$ cat config.mk
export PLATFORM = sky130hd
export DESIGN_NAME = arcfour_encrypt
export DESIGN_NICKNAME = d
export VERILOG_FILES = /design/src/rtl/arcfour_encrypt.sv
export SDC_FILE = /design/constraint.sdc
export NUM_CORES = 1
export LEC_CHECK = 0
export ABC_AREA = 1
export CORE_ASPECT_RATIO = 0.8
export CORE_MARGIN = 2
export CORE_UTILIZATION = 48
export DETAILED_ROUTE_END_ITERATION = 8
export PLACE_DENSITY = 0.77
export SETUP_SLACK_MARGIN = 0.1
export SLEW_MARGIN = 20
export SYNTH_ARGS = -nofsm -noshare
export SYNTH_HDL_FRONTEND = slang
export SYNTH_SLANG_ARGS = --single-unit
$ cat constraint.sdc
create_clock -name clk -period 2.54 [get_ports clk]
set_input_delay 0.508 -clock clk [delete_from_list [all_inputs] [get_ports clk]]
set_output_delay 0.508 -clock clk [all_outputs]
set_load 0.03 [all_outputs]
$ cat src/rtl/arcfour_encrypt.sv
// arcfour_encrypt: RC4 encryption engine.
// Fills the external S RAM with the identity permutation, runs the key
// schedule, then XORs keystream bytes with plaintext ROM bytes into the
// ciphertext RAM in ascending address order.
// Build option: define ARCFOUR_ENC_DROP256_EN to discard the first 256
// keystream bytes (RC4-drop[256]) before encryption begins.
module arcfour_encrypt #(
   parameter int unsigned KEY_LENGTH         = 3,
   parameter int unsigned MESSAGE_LENGTH     = 32,
   parameter int unsigned MESSAGE_LOG_LENGTH = 5,
   parameter int unsigned RAM_WIDTH          = 8,
   parameter int unsigned RAM_LENGTH         = 8
) (
   input  logic                          clk,
   input  logic                          reset,
   input  logic                          start,
   input  logic [8*KEY_LENGTH-1:0]       key,
   output logic                          busy,
   output logic                          done,
   output logic [RAM_LENGTH-1:0]         sAddr,
   output logic [RAM_WIDTH-1:0]          sIn,
   output logic                          sWren,
   input  logic [RAM_WIDTH-1:0]          sOut,
   output logic [MESSAGE_LOG_LENGTH-1:0] pAddr,
   input  logic [RAM_WIDTH-1:0]          pOut,
   output logic [MESSAGE_LOG_LENGTH-1:0] cAddr,
   output logic [RAM_WIDTH-1:0]          cIn,
   output logic                          cWren
);

   localparam int unsigned KiW = (KEY_LENGTH > 1) ? $clog2(KEY_LENGTH) : 1;

   typedef enum logic [4:0] {
      StIdle, StInit,
      StK1, StK2, StK3, StK4, StK5, StK6,
      StP1, StP2, StP3, StP4, StP5, StP6, StP7, StP8, StP9,
      StDone
   } state_e;

   state_e                        state_q, state_d;
   logic [RAM_LENGTH-1:0]         i_q, i_d, j_q, j_d;
   logic [MESSAGE_LOG_LENGTH-1:0] k_q, k_d;
   logic [KiW-1:0]                ki_q, ki_d;
   logic [RAM_WIDTH-1:0]          si_q, si_d, sj_q, sj_d, f_q, f_d, p_q, p_d;
   logic [7:0]                    key_byte;
`ifdef ARCFOUR_ENC_DROP256_EN
   logic                          drop_q, drop_d;
   logic [7:0]                    drop_cnt_q, drop_cnt_d;
`endif

   // Key byte for the current KSA step; ki tracks i mod KEY_LENGTH, byte 0 is the MSB byte.
   always_comb begin
      key_byte = key[8*KEY_LENGTH-1 -: 8];
      for (int b = 0; b < int'(KEY_LENGTH); b++) begin
         if (ki_q == KiW'(b)) key_byte = key[8*(int'(KEY_LENGTH)-1-b) +: 8];
      end
   end

   // State and datapath registers.
   always_ff @(posedge clk or negedge reset) begin
      if (!reset) begin
         state_q    <= StIdle;
         i_q        <= '0;
         j_q        <= '0;
         k_q        <= '0;
         ki_q       <= '0;
         si_q       <= '0;
         sj_q       <= '0;
         f_q        <= '0;
         p_q        <= '0;
`ifdef ARCFOUR_ENC_DROP256_EN
         drop_q     <= 1'b0;
         drop_cnt_q <= '0;
`endif
      end else begin
         state_q    <= state_d;
         i_q        <= i_d;
         j_q        <= j_d;
         k_q        <= k_d;
         ki_q       <= ki_d;
         si_q       <= si_d;
         sj_q       <= sj_d;
         f_q        <= f_d;
         p_q        <= p_d;
`ifdef ARCFOUR_ENC_DROP256_EN
         drop_q     <= drop_d;
         drop_cnt_q <= drop_cnt_d;
`endif
      end
   end

   // Next-state sequencing and memory-port decode; outputs depend only on registered state.
   always_comb begin
      state_d    = state_q;
      i_d        = i_q;
      j_d        = j_q;
      k_d        = k_q;
      ki_d       = ki_q;
      si_d       = si_q;
      sj_d       = sj_q;
      f_d        = f_q;
      p_d        = p_q;
`ifdef ARCFOUR_ENC_DROP256_EN
      drop_d     = drop_q;
      drop_cnt_d = drop_cnt_q;
`endif
      busy  = !(state_q inside {StIdle, StDone});
      done  = (state_q == StDone);
      sAddr = '0;
      sIn   = '0;
      sWren = 1'b0;
      pAddr = '0;
      cAddr = '0;
      cIn   = '0;
      cWren = 1'b0;

      unique case (state_q)
         StIdle, StDone: begin
            if (start) begin
               state_d = StInit;
               i_d     = '0;
               j_d     = '0;
               k_d     = '0;
               ki_d    = '0;
`ifdef ARCFOUR_ENC_DROP256_EN
               drop_d     = 1'b0;
               drop_cnt_d = '0;
`endif
            end
         end
         StInit: begin
            sAddr = i_q;
            sIn   = RAM_WIDTH'(i_q);
            sWren = 1'b1;
            i_d   = i_q + RAM_LENGTH'(1);
            if (i_q == '1) begin
               state_d = StK1;
               j_d     = '0;
               ki_d    = '0;
            end
         end
         StK1: begin
            sAddr   = i_q;
            state_d = StK2;
         end
         StK2: begin
            si_d    = sOut;
            j_d     = j_q + RAM_LENGTH'(sOut) + RAM_LENGTH'(key_byte);
            ki_d    = (ki_q == KiW'(KEY_LENGTH - 1)) ? '0 : ki_q + KiW'(1);
            state_d = StK3;
         end
         StK3: begin
            sAddr   = j_q;
            state_d = StK4;
         end
         StK4: begin
            sj_d    = sOut;
            state_d = StK5;
         end
         StK5: begin
            sAddr   = i_q;
            sIn     = sj_q;
            sWren   = 1'b1;
            state_d = StK6;
         end
         StK6: begin
            sAddr   = j_q;
            sIn     = si_q;
            sWren   = 1'b1;
            i_d     = i_q + RAM_LENGTH'(1);
            state_d = StK1;
            if (i_q == '1) begin
               state_d = StP1;
               i_d     = RAM_LENGTH'(1);
               j_d     = '0;
               k_d     = '0;
`ifdef ARCFOUR_ENC_DROP256_EN
               drop_d     = 1'b1;
               drop_cnt_d = '0;
`endif
            end
         end
         StP1: begin
            sAddr   = i_q;
            state_d = StP2;
         end
         StP2: begin
            si_d    = sOut;
            j_d     = j_q + RAM_LENGTH'(sOut);
            state_d = StP3;
         end
         StP3: begin
            sAddr   = j_q;
            state_d = StP4;
         end
         StP4: begin
            sj_d    = sOut;
            state_d = StP5;
         end
         StP5: begin
            sAddr   = i_q;
            sIn     = sj_q;
            sWren   = 1'b1;
            state_d = StP6;
         end
         StP6: begin
            sAddr   = j_q;
            sIn     = si_q;
            sWren   = 1'b1;
            state_d = StP7;
`ifdef ARCFOUR_ENC_DROP256_EN
            // Discarded iteration: swap only, no keystream lookup.
            if (drop_q) begin
               state_d    = StP1;
               i_d        = i_q + RAM_LENGTH'(1);
               drop_cnt_d = drop_cnt_q + 8'd1;
               if (drop_cnt_q == 8'hFF) drop_d = 1'b0;
            end
`endif
         end
         StP7: begin
            sAddr   = RAM_LENGTH'(si_q + sj_q);
            pAddr   = k_q;
            state_d = StP8;
         end
         StP8: begin
            f_d     = sOut;
            p_d     = pOut;
            state_d = StP9;
         end
         StP9: begin
            cAddr   = k_q;
            cIn     = f_q ^ p_q;
            cWren   = 1'b1;
            i_d     = i_q + RAM_LENGTH'(1);
            state_d = StP1;
            if (k_q == MESSAGE_LOG_LENGTH'(MESSAGE_LENGTH - 1)) begin
               state_d = StDone;
            end else begin
               k_d = k_q + MESSAGE_LOG_LENGTH'(1);
            end
         end
         default: state_d = StIdle;
      endcase
   end

endmodule

==> impl_metrics.env <==
export IMPL_path_common_cell="nand2_2"
export IMPL_yosysSeqAreaShare=0.3417
export IMPL_final_nets=849
export IMPL_synthSimpleGateAreaFrac=0.3018
export IMPL_via_per_inst=5.732
export IMPL_dieHeight_um=89.58
export IMPL_violations="negative setup slack"
export IMPL_start_kind="flip-flop"
export IMPL_grt_overflow_total=0
export IMPL_initial_core_util=0.4904
export IMPL_met3_usage=0.05973
export IMPL_multi_input_area_um2=3136
export IMPL_grt_max_degree=61
export IMPL_final_common_cell="nand2_1"
export IMPL_cp_required_ns=2.03
export IMPL_cts_tree="done"
export IMPL_cp_slowest_cell="dfrtp_1"
export IMPL_power_density_nw_per_um2=1256
export IMPL_worstSkewPairLatency_ns=0.34
export IMPL_met1_usage=0.3607
export IMPL_finalMaxSlewViolations=0
export IMPL_synthMuxAreaShare=0.02050
export IMPL_status="complete, but fails checks"
export IMPL_cts_root_buffer="clkbuf_16"
export IMPL_critPathMaxFanout=3
export IMPL_grt_pass1_vias=4808
export IMPL_drc_errors=0
export IMPL_grt_use_met2=0.5014
export IMPL_synth_area_top_cells="dfrtp_1 34%, nand2_1 13%, ha_1 6.8%"
export IMPL_timing_hold_violations_final=0
export IMPL_yosys_area_top_type="dfrtp_1"
export IMPL_io_pins=81
export IMPL_total_power_mw=8.524
export IMPL_fin_setup_tns_ns=-0.3979
export IMPL_nFillCells=622
export IMPL_grt_pass1_wl_um=22620
export IMPL_p_leak_nw=3.266
export IMPL_syn_num_nets=678
export IMPL_crit_arrival_ns=2.31
export IMPL_worstPathCellList="ha_2, inv_2, fa_2, inv_2, nand3_2, nand2_2, nand2_2, nand2_1, nand2_1, nand2_2, a21oi_2, o21ai_1, nand3_1, buf_6"
export IMPL_cts_sinks=60
export IMPL_cts_max_level=3
export IMPL_die_width_um=111.0
export IMPL_first_pass_iters=5
export IMPL_antenna_cells=0
export IMPL_num_vias=5142
export IMPL_post_route_cells_drive_above_1_share=0.3606
export IMPL_drt_iter0_markers=574
export IMPL_yosys_register_bits=60
export IMPL_finClkSkew_ns=0.009481
export IMPL_synth_top_family_by_area="simple AND/OR/NAND/NOR gates"
export IMPL_post_route_period_util=1.108
export IMPL_instances_no_fill=897
export IMPL_peakVddDrop_mv=0.7118
export IMPL_setup_viol=4
export IMPL_core_um2=8960
export IMPL_top_usage_layer="met2"
export IMPL_place_port_buffers=80
export IMPL_synthAdderAreaFrac=0.08200
export IMPL_dieArea_um2=9941
export IMPL_netlist_area_um2=4394
export IMPL_dp_hpwl_um=10010
export IMPL_worst_slew_pin_slew_ns=0.8723
export IMPL_cp_end_kind="output port"
export IMPL_ff_latch_area_um2=1506
export IMPL_numCtsBuffers=9
export IMPL_wl_um=16170
export IMPL_synth_distinct_cells=42
export IMPL_max_freq_mhz=355.4
export IMPL_synthXorXnorAreaFrac=0.03787
export IMPL_clockBufferDepth=2
export IMPL_hold_class="in -> async"
export IMPL_ant_nets=0
export IMPL_syn_area_per_cell_um2=7.227
export IMPL_synth_compound_area_share=0.1338
export IMPL_wl_per_cell_um=18.02
export IMPL_layout_min_cycle_time_ns=2.813
export IMPL_cap_viol_max_count=0
export IMPL_rows=31
export IMPL_synth_top_area_share=0.3417
export IMPL_critPathKind="reg -> out"
export IMPL_path_clk_slew_ns=0.05
export IMPL_track_usage=0.2891
export IMPL_synth_warning_count=0
export IMPL_relSlewSlack=0.4170
export IMPL_place_congestion=0.9769
export IMPL_antenna_found_initial=0
export IMPL_cp_slowest_stage_delay_ns=0.38
export IMPL_syn_inst=608
export IMPL_area_growth_pct=54.44
export IMPL_setup_ws_ns=-0.2734
export IMPL_dp_cells=840
export IMPL_rsz0062_at_grt="yes"
export IMPL_mostFrequentLayoutCells="136 x nand2_1, 84 x buf_4, 68 x inv_1"
registers in the layout, summed over array words and instances (netlist names):
name	cells
f_q	8
i_q	8
j_q	8
k_q	5
ki_q	2
p_q	8
si_q	8
sj_q	8
state_q	5
layer usage:
metal / wire length [um] / up-vias
met4: 614 / 0
met5: 0 / -
met2: 7870 / 287
li1: - / 2343
met1: 6367 / 2439
met3: 1316 / 73
worst max-delay path: cells and delay by family, from the launching register on:
kind / cells / cell delay [ns]
simple gates: 7 / 0.58
flops: 1 / 0.38
compound gates: 2 / 0.14
fa+ha+maj: 2 / 0.56
buf+inv: 3 / 0.29
layout make-up:
class                   count  share of cell area
repair buffers            166              0.2061
flip-flops and latches     60              0.2220
inverters                  89             0.05070
clock inverters             3            0.002212
clock buffers              11             0.03577
multi-input cells         453              0.4620
well taps                 115             0.02120
per-stage QoR:
stage | setup WS (ns) | util | hold WS (ns) | instance area [um2]
6_report | -0.2734 | 0.7574 | 0.3201 | 6787
5_1_grt | -0.3810 | 0.7574 | 0.4134 | 6787
4_1_cts | -0.1448 | 0.7065 | 0.3608 | 6330
3_5_place_dp | -0.6821 | 0.6269 | 0.4942 | 5617
3_3_place_gp | -0.5122 | 0.6269 | 0.4829 | 5617
2_1_floorplan | 0.06420 | - | 0.2124 | 4417
cell families after synthesis:
| group | after synthesis |
|---|---|
| and+or+nand+nor | 300 |
| xor gates and xnor gates | 19 |
| adders and majority gates | 27 |
| muxes | 8 |
| AOI/OAI and AO/OA | 99 |
| buffers and inverters | 95 |
| DFF | 60 |
timing repair:
action,CTS,global route
setup endpoints to repair,42,34
pin swaps,29,56
hold buffers,0,0
hold endpoints to repair,0,0
setup buffers,23,20
gates resized for setup,91,120
final timing paths:
check | to | startpoint | depth (start not counted) | slack [ns]
hold reg to reg | f_q[0]$_DFFE_PN0P_ | f_q[0]$_DFFE_PN0P_ | 2 | 0.51
setup reg to reg | j_q[6]$_DFFE_PN0P_ | j_q[0]$_DFFE_PN0P_ | 13 | -0.02
max in group asynchronous | state_q[3]$_DFFE_PN0P_ | reset | 2 | 1.66
hold / removal | state_q[0]$_DFFE_PN0P_ | reset | 2 | 0.32
min in group clk | f_q[0]$_DFFE_PN0P_ | f_q[0]$_DFFE_PN0P_ | 2 | 0.51
setup / recovery | sAddr[6] | si_q[0]$_DFFE_PN0P_ | 14 | -0.27
report_power, final:
part           leakage [nW]  internal [mW]  total (mW)  switching, mW
clock network         0.131          0.669        1.10          0.429
logic                  2.40           2.48        5.77           3.29
registers             0.737           1.31        1.66          0.347
Yosys cell counts, drive strengths merged:
master / number
a21oi: 24
a22oi: 3
a31oi: 8
a32oi: 1
and2: 1
buf: 2
clkbuf: 4
clkinv: 1
dfrtp: 60
fa: 3
ha: 24
inv: 88
mux2: 8
nand2: 159
nand3: 50
nand3b: 1
nand4: 4
nor2: 70
nor2b: 1
nor3: 7
nor4: 2
o2111ai: 1
o211ai: 4
o21ai: 45
o21bai: 1
o221ai: 9
o22ai: 1
o311ai: 1
o31ai: 1
or2: 5
xnor2: 8
xor2: 11
Note: power is estimated with default switching activity, not from simulation.
